===== config.mk =====
export PLATFORM = sky130hd
export DESIGN_NAME = multi_channel_rate_encoder
export DESIGN_NICKNAME = d
export VERILOG_FILES = /design/src/rtl/multi_channel_rate_encoder.sv
export SDC_FILE = /design/constraint.sdc
export NUM_CORES = 1
export LEC_CHECK = 0
export BUFFER_PORTS_ARGS = -buffer_cell sky130_fd_sc_hd__buf_2
export CORE_MARGIN = 4
export CORE_UTILIZATION = 25
export DETAILED_ROUTE_END_ITERATION = 16
export PLACE_DENSITY = 0.5
export SETUP_SLACK_MARGIN = 0.05
export SLEW_MARGIN = 10
export SYNTH_ARGS = -nofsm -noshare
export SYNTH_HDL_FRONTEND = slang
export SYNTH_SLANG_ARGS = --single-unit

===== constraint.sdc =====
create_clock -name clk -period 3.7 [get_ports clk]
set_input_delay 0.37 -clock clk [delete_from_list [all_inputs] [get_ports clk]]
set_output_delay 0.37 -clock clk [all_outputs]
set_load 0.005 [all_outputs]

===== src/rtl/multi_channel_rate_encoder.sv =====
// Multi-channel spike encoder: turns per-channel intensities into spike trains,
// either as a rate code (period shrinks with intensity, optional LFSR jitter)
// or as time-to-first-spike within a fixed 2^VAL_W-cycle window.
module multi_channel_rate_encoder #(
    parameter int CHANNELS  = 4,
    parameter int VAL_W     = 4,
    parameter int JITTER_EN = 1
) (
    input  logic                      clk,
    input  logic                      reset,
    input  logic                      enable,
    input  logic                      load,
    input  logic [CHANNELS*VAL_W-1:0] values,
    input  logic                      mode,
    output logic [CHANNELS-1:0]       spikes,
    output logic                      window_start
);

    localparam logic [VAL_W-1:0] WIN_MAX = '1;

    logic [VAL_W-1:0]    val_q   [CHANNELS];
    logic [VAL_W-1:0]    val_d   [CHANNELS];
    logic [VAL_W-1:0]    cnt_q   [CHANNELS];
    logic [VAL_W-1:0]    cnt_d   [CHANNELS];
    logic [VAL_W-1:0]    span    [CHANNELS];
    logic [VAL_W-1:0]    limit   [CHANNELS];
    logic [CHANNELS-1:0] jit;
    logic [VAL_W-1:0]    win_q, win_d;
    logic [7:0]          lfsr_q, lfsr_d;
    logic                lfsr_fb;
    logic                mode_q, mode_d;
    logic                mode_chg;
    logic [CHANNELS-1:0] spikes_q, spikes_d;
    logic                ws_q, ws_d;

    assign lfsr_fb  = lfsr_q[7] ^ lfsr_q[5] ^ lfsr_q[4] ^ lfsr_q[3];
    assign mode_chg = (mode != mode_q);

    // Per-channel rate threshold; jitter is suppressed when the threshold is
    // already 0 so the max-intensity channel cannot underflow.
    always_comb begin
        for (int c = 0; c < CHANNELS; c++) begin
            span[c]  = WIN_MAX - val_q[c];
            jit[c]   = (JITTER_EN != 0) && !mode_q && (span[c] != '0) && lfsr_q[3'(c % 8)];
            limit[c] = span[c] - VAL_W'(jit[c]);
        end
    end

    // Next-state: mode change clears counters, enable advances, otherwise freeze.
    always_comb begin
        mode_d   = mode_q;
        win_d    = win_q;
        lfsr_d   = lfsr_q;
        spikes_d = '0;
        ws_d     = 1'b0;
        for (int c = 0; c < CHANNELS; c++) begin
            val_d[c] = load ? values[c*VAL_W +: VAL_W] : val_q[c];
            cnt_d[c] = cnt_q[c];
        end
        if (enable) begin
            lfsr_d = {lfsr_q[6:0], lfsr_fb};
        end
        if (mode_chg) begin
            mode_d = mode;
            win_d  = '0;
            for (int c = 0; c < CHANNELS; c++) begin
                cnt_d[c] = '0;
            end
        end else if (enable) begin
            win_d = win_q + 1'b1;
            ws_d  = (win_q == '0);
            for (int c = 0; c < CHANNELS; c++) begin
                if (val_q[c] == '0) begin
                    cnt_d[c] = '0;
                end else if (mode_q) begin
                    cnt_d[c]    = '0;
                    spikes_d[c] = (win_q == span[c]);
                end else if (cnt_q[c] >= limit[c]) begin
                    // >= rather than == so a freshly lowered limit fires at once
                    spikes_d[c] = 1'b1;
                    cnt_d[c]    = '0;
                end else begin
                    cnt_d[c] = cnt_q[c] + 1'b1;
                end
            end
        end
    end

    // State registers with synchronous reset taking priority over everything.
    always_ff @(posedge clk) begin
        if (reset) begin
            mode_q   <= 1'b0;
            win_q    <= '0;
            lfsr_q   <= 8'h01;
            spikes_q <= '0;
            ws_q     <= 1'b0;
            for (int c = 0; c < CHANNELS; c++) begin
                val_q[c] <= '0;
                cnt_q[c] <= '0;
            end
        end else begin
            mode_q   <= mode_d;
            win_q    <= win_d;
            lfsr_q   <= lfsr_d;
            spikes_q <= spikes_d;
            ws_q     <= ws_d;
            for (int c = 0; c < CHANNELS; c++) begin
                val_q[c] <= val_d[c];
                cnt_q[c] <= cnt_d[c];
            end
        end
    end

    assign spikes       = spikes_q;
    assign window_start = ws_q;

endmodule


==> flow_metrics.env, run 1 <==
export IMPL_synth_edf_count=0
export IMPL_grt_busiest_layer="met2"
export IMPL_synth_cell_types=36
export IMPL_synth_main_ff_cell="dfxtp_1"
export IMPL_clkSinkCount=50
export IMPL_avgViaCountPerCell=4.61
export IMPL_cp_top_family="compound AO/OA/AOI/OAI gates"
export IMPL_syn_to_final_growth_pct=12.4
export IMPL_arrival_ns=3.04
export IMPL_globalRouteTotalUtil_pct=9.61
export IMPL_leakagePower_nw=1.34
export IMPL_cts_tree="done"
export IMPL_yosysMostFrequentCell="dfxtp_1"
export IMPL_wire_per_inst_um=13.2
export IMPL_max_stage_delay_ns=0.73
export IMPL_start_util_pct=25.9
export IMPL_cts_setup_buffers=0
export IMPL_start_kind="flip-flop"
export IMPL_ir_worst_vdd_mv=0.204
export IMPL_drv_cap=0
export IMPL_die_h_um=115
export IMPL_grt_util_met3_pct=2.05
export IMPL_dieArea_sq_mm=0.0132
export IMPL_avgSynthCellArea_sq_um=9.62
export IMPL_async_reset_ff_share_pct=0
export IMPL_cts_resized_gates=0
export IMPL_synth_seq_area_share_pct=35.1
export IMPL_setup_violations=0
export IMPL_p_per_area_mw_per_mm2=360
export IMPL_cpMaxStageDelayCell="dfxtp_1"
export IMPL_worstSetupPathType="reg -> reg"
export IMPL_tns_ns=0
export IMPL_netlist_area_sq_mm=0.00285
export IMPL_overflow=0
export IMPL_grt_start_max_net_pins=29
export IMPL_slew_headroom_pct=39.3
export IMPL_clkTransAtPathRegs_ns=0.06
export IMPL_yosysTopAreaCell="dfxtp_1"
export IMPL_layout_min_cycle_time_ns=2.87
export IMPL_r2r_setup_slack_ns=0.83
export IMPL_rows=38
export IMPL_ant_nets=0
export IMPL_antenna_cells=0
export IMPL_drive_gt1_share_pct=13.9
export IMPL_cpMostUsedCell="ha_1"
export IMPL_yosys_top_cells_area="dfxtp_1, ha_1, mux2i_1"
export IMPL_hold_buffers=0
export IMPL_totalWireLength_um=5930
export IMPL_die_w_um=115
export IMPL_htree_levels=2
export IMPL_drt_iter0_markers=51
export IMPL_met1_usage_pct=13.8
export IMPL_timing_hold_violations_final=0
export IMPL_cts_made_buffers=5
export IMPL_cp_num_buf_inv=0
export IMPL_grt_pass1_wl_um=10200
export IMPL_stdcell_count=449
export IMPL_fmaxAchievable_ghz=0.348
export IMPL_tightest_slew_ns=0.906
export IMPL_cp_required_ns=3.87
export IMPL_ys_ff_latch=50
export IMPL_rsz0062_at_grt="no"
export IMPL_yosysWarningCount=0
export IMPL_crit_chain="and3b_1, ha_1, ha_1, xor2_1, ha_1, o211ai_1, o21ai_0, nor2_2, a221o_1"
export IMPL_synthCells=296
export IMPL_finalNetCount=361
export IMPL_drtPass1Iterations=4
export IMPL_num_io_pins=26
export IMPL_coreArea_sq_mm=0.0110
export IMPL_finalCritPeriodShare_pct=77.7
export IMPL_grt_pass1_vias=2043
export IMPL_critical_path_max_fanout=14
export IMPL_ctsLongestPathBuffers=2
export IMPL_end_kind="flip-flop"
export IMPL_drc_errors=0
export IMPL_antenna_found_initial=0
export IMPL_worstSkewPairLatency_ns=0.28
export IMPL_dp_cells=443
export IMPL_status="finished, final reports clean"
export IMPL_synth_top_cell_area_share_pct=35.1
export IMPL_dp_hpwl_um=4380
export IMPL_place_congestion=0.732
export IMPL_cts_root_buf="clkbuf_16"
export IMPL_syn_nets=347
export IMPL_numPortBuffers=25
export IMPL_fin_skew_ns=0.00449
export IMPL_maxSlewViolCount=0
export IMPL_vias=2070
export IMPL_synthTopCellsByCount="dfxtp_1, nor2_1, ha_1"
export IMPL_holdCritPathClass="in -> reg"
export IMPL_met2_usage_pct=15.0
[layout make-up]
| cell class | count | area, sq um |
|---|---|---|
| tap | 140 | 175 |
| inverter | 10 | 37.5 |
| multi-input combinational | 218 | 1730 |
| timing repair buffer | 25 | 125 |
| sequential | 50 | 1000 |
| clock buffer | 6 | 139 |
| fill | 1145 | 7780 |
[path summary, 6_finish.rpt]
check / to / from / depth (start not counted)
min reg2reg: lfsr_q[6] / lfsr_q[6] / 2
max: cnt_q[2][3] / mode_q / 9
min: val_q[0][1] / values[1] / 3
max reg2reg: cnt_q[2][3] / mode_q / 9
[per-layer routing]
metal  share of wire, %  wire (um)
met5                  0          0
met4               0.57         34
met3                3.1        181
met2                 44       2630
met1                 52       3090
[worst register-to-register path, delay by kind of cell (launching register included)]
family                     cells  cell delay (ns)
AOI/OAI and AO/OA              3             0.85
DFF                            1             0.73
adders and majority gates      3             0.66
and+or+nand+nor                2             0.38
xor gates and xnor gates       1             0.14
[cell families after synthesis]
family | Yosys count | share of synthesized area, %
buffers and inverters | 28 | 4.30
adder cells (fa/ha/maj) | 30 | 13.2
multiplexers | 32 | 11.4
XOR/XNOR | 33 | 10.1
AND/OR/NAND/NOR | 93 | 18.0
AO/OA/AOI/OAI | 30 | 7.82
flip-flops | 50 | 35.1
[metrics by stage]
stage	hold WS (ns)	instance area, sq um	util [%]	setup slack [ns]	power (W)
after global placement	0.473	3060	27.9	0.880	0.000715
after CTS	0.319	3200	29.2	0.787	0.00117
after detailed placement	0.496	3060	27.9	0.825	0.000719
final	0.319	3200	29.2	0.825	0.00115
after global routing	0.336	3200	29.2	0.611	0.00121
after floorplan	0.460	2850	-	1.07	0.000684
[sequential cells by signal, summed over array words and instances, names as in the netlist]
register      cells
cnt_q            16
val_q            16
lfsr_q            8
spikes            4
win_q             4
mode_q            1
window_start      1
[layout by cell type (no fill, tap or decap), drive strengths merged, types with 5 or more instances in the layout]
cell    instances
a21oi           9
a22o            6
buf            25
clkbuf          6
dfxtp          50
ha             30
inv            10
mux2i          28
nand2b          8
nand3           8
nand4           5
nor2           33
nor3            7
nor4            8
or2             5
xnor2          26
xor2            7
[report_power, final]
group	internal [W]	total [W]	switching [W]
registers	0.000555	0.000584	0.0000285
logic	0.0000603	0.000120	0.0000596
clock network	0.000262	0.000450	0.000188
total	0.000877	0.00115	0.000276
(Power assumes the default switching activity.)
==> run 2, diff against run 1 <==
--- a/config.mk
+++ b/config.mk
@@ -5,11 +5,12 @@
 export SDC_FILE = /design/constraint.sdc
 export NUM_CORES = 1
 export LEC_CHECK = 0
+export ABC_AREA = 1
 export BUFFER_PORTS_ARGS = -buffer_cell sky130_fd_sc_hd__buf_2
 export CORE_MARGIN = 4
 export CORE_UTILIZATION = 25
 export DETAILED_ROUTE_END_ITERATION = 16
-export PLACE_DENSITY = 0.5
+export PLACE_DENSITY = 0.51
 export SETUP_SLACK_MARGIN = 0.05
 export SLEW_MARGIN = 10
 export SYNTH_ARGS = -nofsm -noshare
==> constraint.sdc (replaced) <==
create_clock -name clk -period 2.4 [get_ports clk]
set_input_delay 0.24 -clock clk [delete_from_list [all_inputs] [get_ports clk]]
set_output_delay 0.24 -clock clk [all_outputs]
set_load 0.005 [all_outputs]
==> run 2 against run 1 <==
Against the previous run: clock-buffer cell count did not move; maximum frequency rose by 32%; critical path depth rose by 5; setup slack got worse by 0.60 ns; synthesized cell count rose by 55%; sequential share of layout area fell by 4.4 points; flip-flop and latch count did not move; sequential power rose by 56%; clock power rose by 110%; global-route usage rose by 1.2 points; critical path type unchanged; critical endpoint is now cnt_q[0][0]; largest power group is now clock.
==> flow_metrics.env, run 2 <==
export IMPL_p_per_area_mw_per_mm2=577
export IMPL_dp_hpwl_um=5800
export IMPL_final_cell_mix="nand2_1, nor2_1, inv_1"
export IMPL_coreArea_sq_mm=0.0122
export IMPL_place_congestion=0.789
export IMPL_arrival_ns=2.40
export IMPL_tns_ns=0
export IMPL_max_stage_delay_ns=0.34
export IMPL_fmaxAchievable_ghz=0.460
export IMPL_synthCells=459
export IMPL_holdCritPathClass="in -> reg"
export IMPL_synth_top_cell_area_share_pct=31.6
export IMPL_placed_area_sq_mm=0.00349
export IMPL_slew_headroom_pct=57.7
export IMPL_cts_root_buf="clkbuf_16"
export IMPL_status="finished, final reports clean"
export IMPL_async_reset_ff_share_pct=0
export IMPL_globalRouteTotalUtil_pct=10.8
export IMPL_cp_num_buf_inv=2
export IMPL_start_kind="flip-flop"
export IMPL_overflow=0
export IMPL_die_w_um=121
export IMPL_ctsLongestPathBuffers=2
export IMPL_stdcell_count=654
export IMPL_drt_iter0_markers=107
export IMPL_drtPass1Iterations=4
export IMPL_grt_pass1_vias=2753
export IMPL_synthTopCellsByCount="nand2_1, nor2_1, inv_1"
export IMPL_ys_ff_latch=50
export IMPL_grt_start_max_net_pins=25
export IMPL_tightest_slew_ns=0.633
export IMPL_vias=2819
export IMPL_avgSynthCellArea_sq_um=6.90
export IMPL_synth_edf_count=0
export IMPL_setup_violations=0
export IMPL_cpMaxStageDelayCell="dfxtp_2"
export IMPL_avgViaCountPerCell=4.31
export IMPL_ir_worst_vdd_mv=0.268
export IMPL_rsz0062_at_grt="no"
export IMPL_finalNetCount=536
export IMPL_synth_cell_types=31
export IMPL_rows=40
export IMPL_synth_seq_area_share_pct=31.6
export IMPL_ant_nets=0
export IMPL_yosysTopAreaCell="dfxtp_1"
export IMPL_mostFrequentLayoutCell="nand2_1"
export IMPL_end_kind="flip-flop"
export IMPL_maxSlewViolCount=0
export IMPL_yosys_top_cells_area="dfxtp_1, ha_1, nand2_1"
export IMPL_leakagePower_nw=1.74
export IMPL_start_util_pct=26.0
export IMPL_yosysMostFrequentCell="nand2_1"
export IMPL_antenna_cells=0
export IMPL_layout_min_cycle_time_ns=2.17
export IMPL_drive_gt1_share_pct=16.5
export IMPL_cpMostUsedCell="nand2_1"
export IMPL_fin_skew_ns=0.00576
export IMPL_dp_cells=645
export IMPL_worstSetupPathType="reg -> reg"
export IMPL_drv_cap=0
export IMPL_drc_errors=0
export IMPL_reg_top3="cnt_q x16, val_q x16, lfsr_q x8"
export IMPL_num_io_pins=26
export IMPL_worstSkewPairLatency_ns=0.29
export IMPL_critical_path_max_fanout=7
export IMPL_holdWs_ns=0.174
export IMPL_netlist_area_sq_mm=0.00317
export IMPL_crit_chain="inv_4, nand2_2, a41oi_2, ha_2, ha_1, xor2_1, ha_1, nand2_1, inv_1, nand2_1, nand2_2, nor2_4, nand2_1, a21oi_2"
export IMPL_htree_levels=2
export IMPL_clkTransAtPathRegs_ns=0.07
export IMPL_syn_nets=510
export IMPL_design_area_sq_mm=0.00376
export IMPL_synth_main_ff_cell="dfxtp_1"
export IMPL_grt_pass1_wl_um=13000
export IMPL_cp_top_family="adder cells"
export IMPL_finalPower_w=0.00217
export IMPL_cts_made_buffers=5
export IMPL_yosysWarningCount=0
export IMPL_hold_buffers=0
export IMPL_dieArea_sq_mm=0.0145
export IMPL_wire_per_inst_um=11.4
export IMPL_totalWireLength_um=7460
export IMPL_clkSinkCount=50
export IMPL_syn_to_final_growth_pct=18.5
export IMPL_cp_required_ns=2.63
export IMPL_antenna_found_initial=0
export IMPL_timing_hold_violations_final=0
export IMPL_die_h_um=121
export IMPL_cts_tree="done"
export IMPL_finalCritPeriodShare_pct=90.5
export IMPL_numPortBuffers=25
[run 2: repair_timing]
action | CTS | global route
buffers inserted | 0 | 1
gates resized for setup | 0 | 22
setup endpoints to repair | 0 | 16
[run 2: layer usage]
metal	GRT usage [%]	vias up	routed length, um
li1	-	1499	-
met1	15.0	1276	3820
met2	17.7	38	3400
met3	1.82	6	187
met4	2.12	0	58
met5	0	-	0
[run 2: final cells by class]
type,count,area [sq um]
Inverter,64,243
Sequential cell,50,1010
Clock buffer,6,139
Fill cell,1359,8460
Clock inverter,2,60.1
Tap cell,168,210
Timing Repair Buffer,35,200
Multi-Input combinational cell,329,1900
[run 2: worst register-to-register path, cell delays in order (launching register included)]
cell	delay (ns)
dfxtp_2	0.34
inv_4	0.09
nand2_2	0.05
a41oi_2	0.17
ha_2	0.21
ha_1	0.15
xor2_1	0.17
ha_1	0.26
nand2_1	0.11
inv_1	0.06
nand2_1	0.07
nand2_2	0.07
nor2_4	0.17
nand2_1	0.08
a21oi_2	0.11
[run 2: per-stage QoR]
step                      setup WS, ns  util [%]
final                            0.227      30.8
after CTS                       0.0841      30.2
after global routing            0.0545      30.8
after detailed placement         0.101      28.5
after floorplan                  0.387         -
after global placement           0.161      28.5
[run 2: cells by family (layout without fill, tap and decap cells)]
logic type / count (synthesis) / after routing / synth area share, %
AO/OA/AOI/OAI: 68 / 68 / 12.2
AND/OR/NAND/NOR: 206 / 206 / 27.2
buffers and inverters: 80 / 107 / 10.3
XOR/XNOR: 25 / 25 / 6.91
adder cells (fa/ha/maj): 30 / 30 / 11.8
flip-flops: 50 / 50 / 31.6
[run 2: final timing paths]
kind              startpoint          end  slack, ns  cells past startpoint
hold / removal    values[10]  val_q[2][2]       0.17                      3
hold reg to reg    lfsr_q[6]    lfsr_q[7]       0.49                      2
setup reg to reg      mode_q  cnt_q[0][0]       0.23                     14
setup / recovery      mode_q  cnt_q[0][0]       0.23                     14
[run 2: power breakdown]
group | switching (W) | leakage (nW) | internal, W
Combinational | 0.000186 | 1.23 | 0.000131
Clock | 0.000315 | 0.0971 | 0.000626
Sequential | 0.0000419 | 0.411 | 0.000868
==> run 3, diff against run 2 <==
--- a/config.mk
+++ b/config.mk
@@ -11,6 +11,7 @@
 export CORE_UTILIZATION = 25
 export DETAILED_ROUTE_END_ITERATION = 16
 export PLACE_DENSITY = 0.51
+export RECOVER_POWER = 25
 export SETUP_SLACK_MARGIN = 0.05
 export SLEW_MARGIN = 10
 export SYNTH_ARGS = -nofsm -noshare
==> run 3 against run 2 <==
Against the previous run: die area unchanged; critical endpoint unchanged; clock skew fell by 0.00072 ns; combinational power hardly changed.
==> flow_metrics.env, run 3 (synthesis results as in run 2) <==
export IMPL_status="finished, final reports clean"
export IMPL_fmaxAchievable_ghz=0.460
export IMPL_placed_area_sq_mm=0.00349
export IMPL_end_kind="flip-flop"
export IMPL_maxSlewViolCount=0
export IMPL_r2r_cells=14
export IMPL_ir_worst_vdd_mv=0.268
export IMPL_worstSetupPathType="reg -> reg"
export IMPL_die_w_um=121
export IMPL_tns_ns=0
export IMPL_cpMaxStageDelayCell="dfxtp_2"
export IMPL_cp_num_buf_inv=2
export IMPL_die_h_um=121
export IMPL_cp_top_family="adder cells"
export IMPL_dp_slack_ns=0.101
export IMPL_cp_required_ns=2.63
export IMPL_overflow=0
export IMPL_drt_iter0_markers=113
export IMPL_setup_violations=0
export IMPL_multi_input_area_sq_mm=0.00190
export IMPL_crit_end="cnt_q[0][0]"
export IMPL_tightest_slew_ns=0.686
export IMPL_grt_pass1_vias=2753
export IMPL_globalRouteTotalUtil_pct=10.8
export IMPL_arrival_ns=2.40
export IMPL_wire_per_inst_um=11.4
export IMPL_fin_ws_ns=0.228
export IMPL_start_util_pct=26.0
export IMPL_slew_headroom_pct=54.3
export IMPL_critPathLaunch="mode_q"
export IMPL_drtPass1Iterations=4
export IMPL_crit_chain="inv_4, nand2_2, a41oi_2, ha_2, ha_1, xor2_1, ha_1, nand2_1, inv_1, nand2_1, nand2_2, nor2_4, nand2_1, a21oi_2"
export IMPL_dieArea_sq_mm=0.0145
export IMPL_design_area_sq_mm=0.00375
export IMPL_place_congestion=0.789
export IMPL_start_kind="flip-flop"
export IMPL_coreArea_sq_mm=0.0122
export IMPL_clkSinkCount=50
export IMPL_max_stage_delay_ns=0.34
export IMPL_layout_min_cycle_time_ns=2.17
export IMPL_cts_made_buffers=5
export IMPL_holdCritPathClass="in -> reg"
export IMPL_cp_depth=14
export IMPL_avgViaCountPerCell=4.31
export IMPL_holdWs_ns=0.175
export IMPL_critical_path_max_fanout=7
export IMPL_reg_top3="cnt_q x16, val_q x16, lfsr_q x8"
export IMPL_finalPower_w=0.00216
export IMPL_cts_root_buf="clkbuf_16"
export IMPL_clkTransAtPathRegs_ns=0.07
export IMPL_finalCritPeriodShare_pct=90.5
export IMPL_rows=40
export IMPL_seqCellArea_sq_mm=0.00101
export IMPL_antenna_found_initial=0
export IMPL_fin_skew_ns=0.00504
export IMPL_grt_start_max_net_pins=25
export IMPL_cpMostUsedCell="nand2_1"
export IMPL_dp_hpwl_um=5800
export IMPL_drc_errors=0
export IMPL_final_cell_mix="nand2_1, nor2_1, inv_1"
export IMPL_leakagePower_nw=1.72
export IMPL_mostFrequentLayoutCell="nand2_1"
export IMPL_r2r_end="cnt_q[0][0]"
export IMPL_ctsLongestPathBuffers=2
export IMPL_p_per_area_mw_per_mm2=577
export IMPL_ant_nets=0
export IMPL_rsz0062_at_grt="no"
export IMPL_syn_to_final_growth_pct=18.3
export IMPL_min_delay_start="values[10]"
export IMPL_drive_gt1_share_pct=15.2
export IMPL_grt_pass1_wl_um=13000
export IMPL_rr_startpoint="mode_q"
export IMPL_vias=2821
export IMPL_drv_cap=0
export IMPL_worstSkewPairLatency_ns=0.29
export IMPL_totalWireLength_um=7500
export IMPL_timing_hold_violations_final=0
export IMPL_htree_levels=2
export IMPL_numPortBuffers=25
export IMPL_r2r_setup_slack_ns=0.23
export IMPL_cts_tree="done"
export IMPL_n_fill_cell=1359
export IMPL_num_io_pins=26
export IMPL_finalNetCount=536
==> run 3: worst min-delay path by stage <==
| stage | to | slack, ns | cells after the start |
|---|---|---|---|
| after floorplan | mode_q | 0.31 | 1 |
| after global placement | lfsr_q[7] | 0.46 | 2 |
| after detailed placement | val_q[1][0] | 0.47 | 3 |
| after CTS | val_q[2][2] | 0.17 | 3 |
| after global routing | mode_q | 0.18 | 2 |
| final | val_q[2][2] | 0.17 | 3 |
==> run 3: metal layers <==
layer	global-route usage, %	part of all wire (%)	vias to the layer above
met5	0	0	-
met4	2.12	0.59	0
met3	1.82	3.3	4
met2	17.7	45	39
met1	15.0	51	1278
li1	-	-	1500
==> run 3: cell type report <==
type                       instances  area share, %
multi-input combinational        329           50.6
sequential                        50           26.9
inverter                          64           6.47
tap                              168           5.61
timing repair buffer              35           5.11
clock buffer                       6           3.70
clock inverter                     2           1.60
antenna                            1         0.0667
==> run 3: where the power goes <==
group          total [W]  internal (W)  switching [W]
clock network   0.000938      0.000626       0.000312
logic           0.000316      0.000130       0.000186
registers       0.000910      0.000868      0.0000417
total            0.00216       0.00162       0.000540
==> run 3: metrics by stage <==
stage | cells | utilization, %
2_1_floorplan | 459 | -
3_3_place_gp | 645 | 28.5
3_5_place_dp | 645 | 28.5
4_1_cts | 653 | 30.2
5_1_grt | 654 | 30.7
6_report | 655 | 30.7
==> run 3: worst register-to-register path, delay by kind of cell (launching register included) <==
| kind | cells | cell delay, ns |
|---|---|---|
| flip-flops | 1 | 0.34 |
| adder cells (fa/ha/maj) | 3 | 0.62 |
| AO/OA/AOI/OAI | 2 | 0.28 |
| XOR/XNOR | 1 | 0.17 |
| AND/OR/NAND/NOR | 6 | 0.55 |
| buffers and inverters | 2 | 0.15 |
==> run 3: what timing repair did <==
action	CTS	global route
setup endpoints to repair	0	16
gates resized for setup	0	22
hold buffers	0	0
setup buffers	0	1
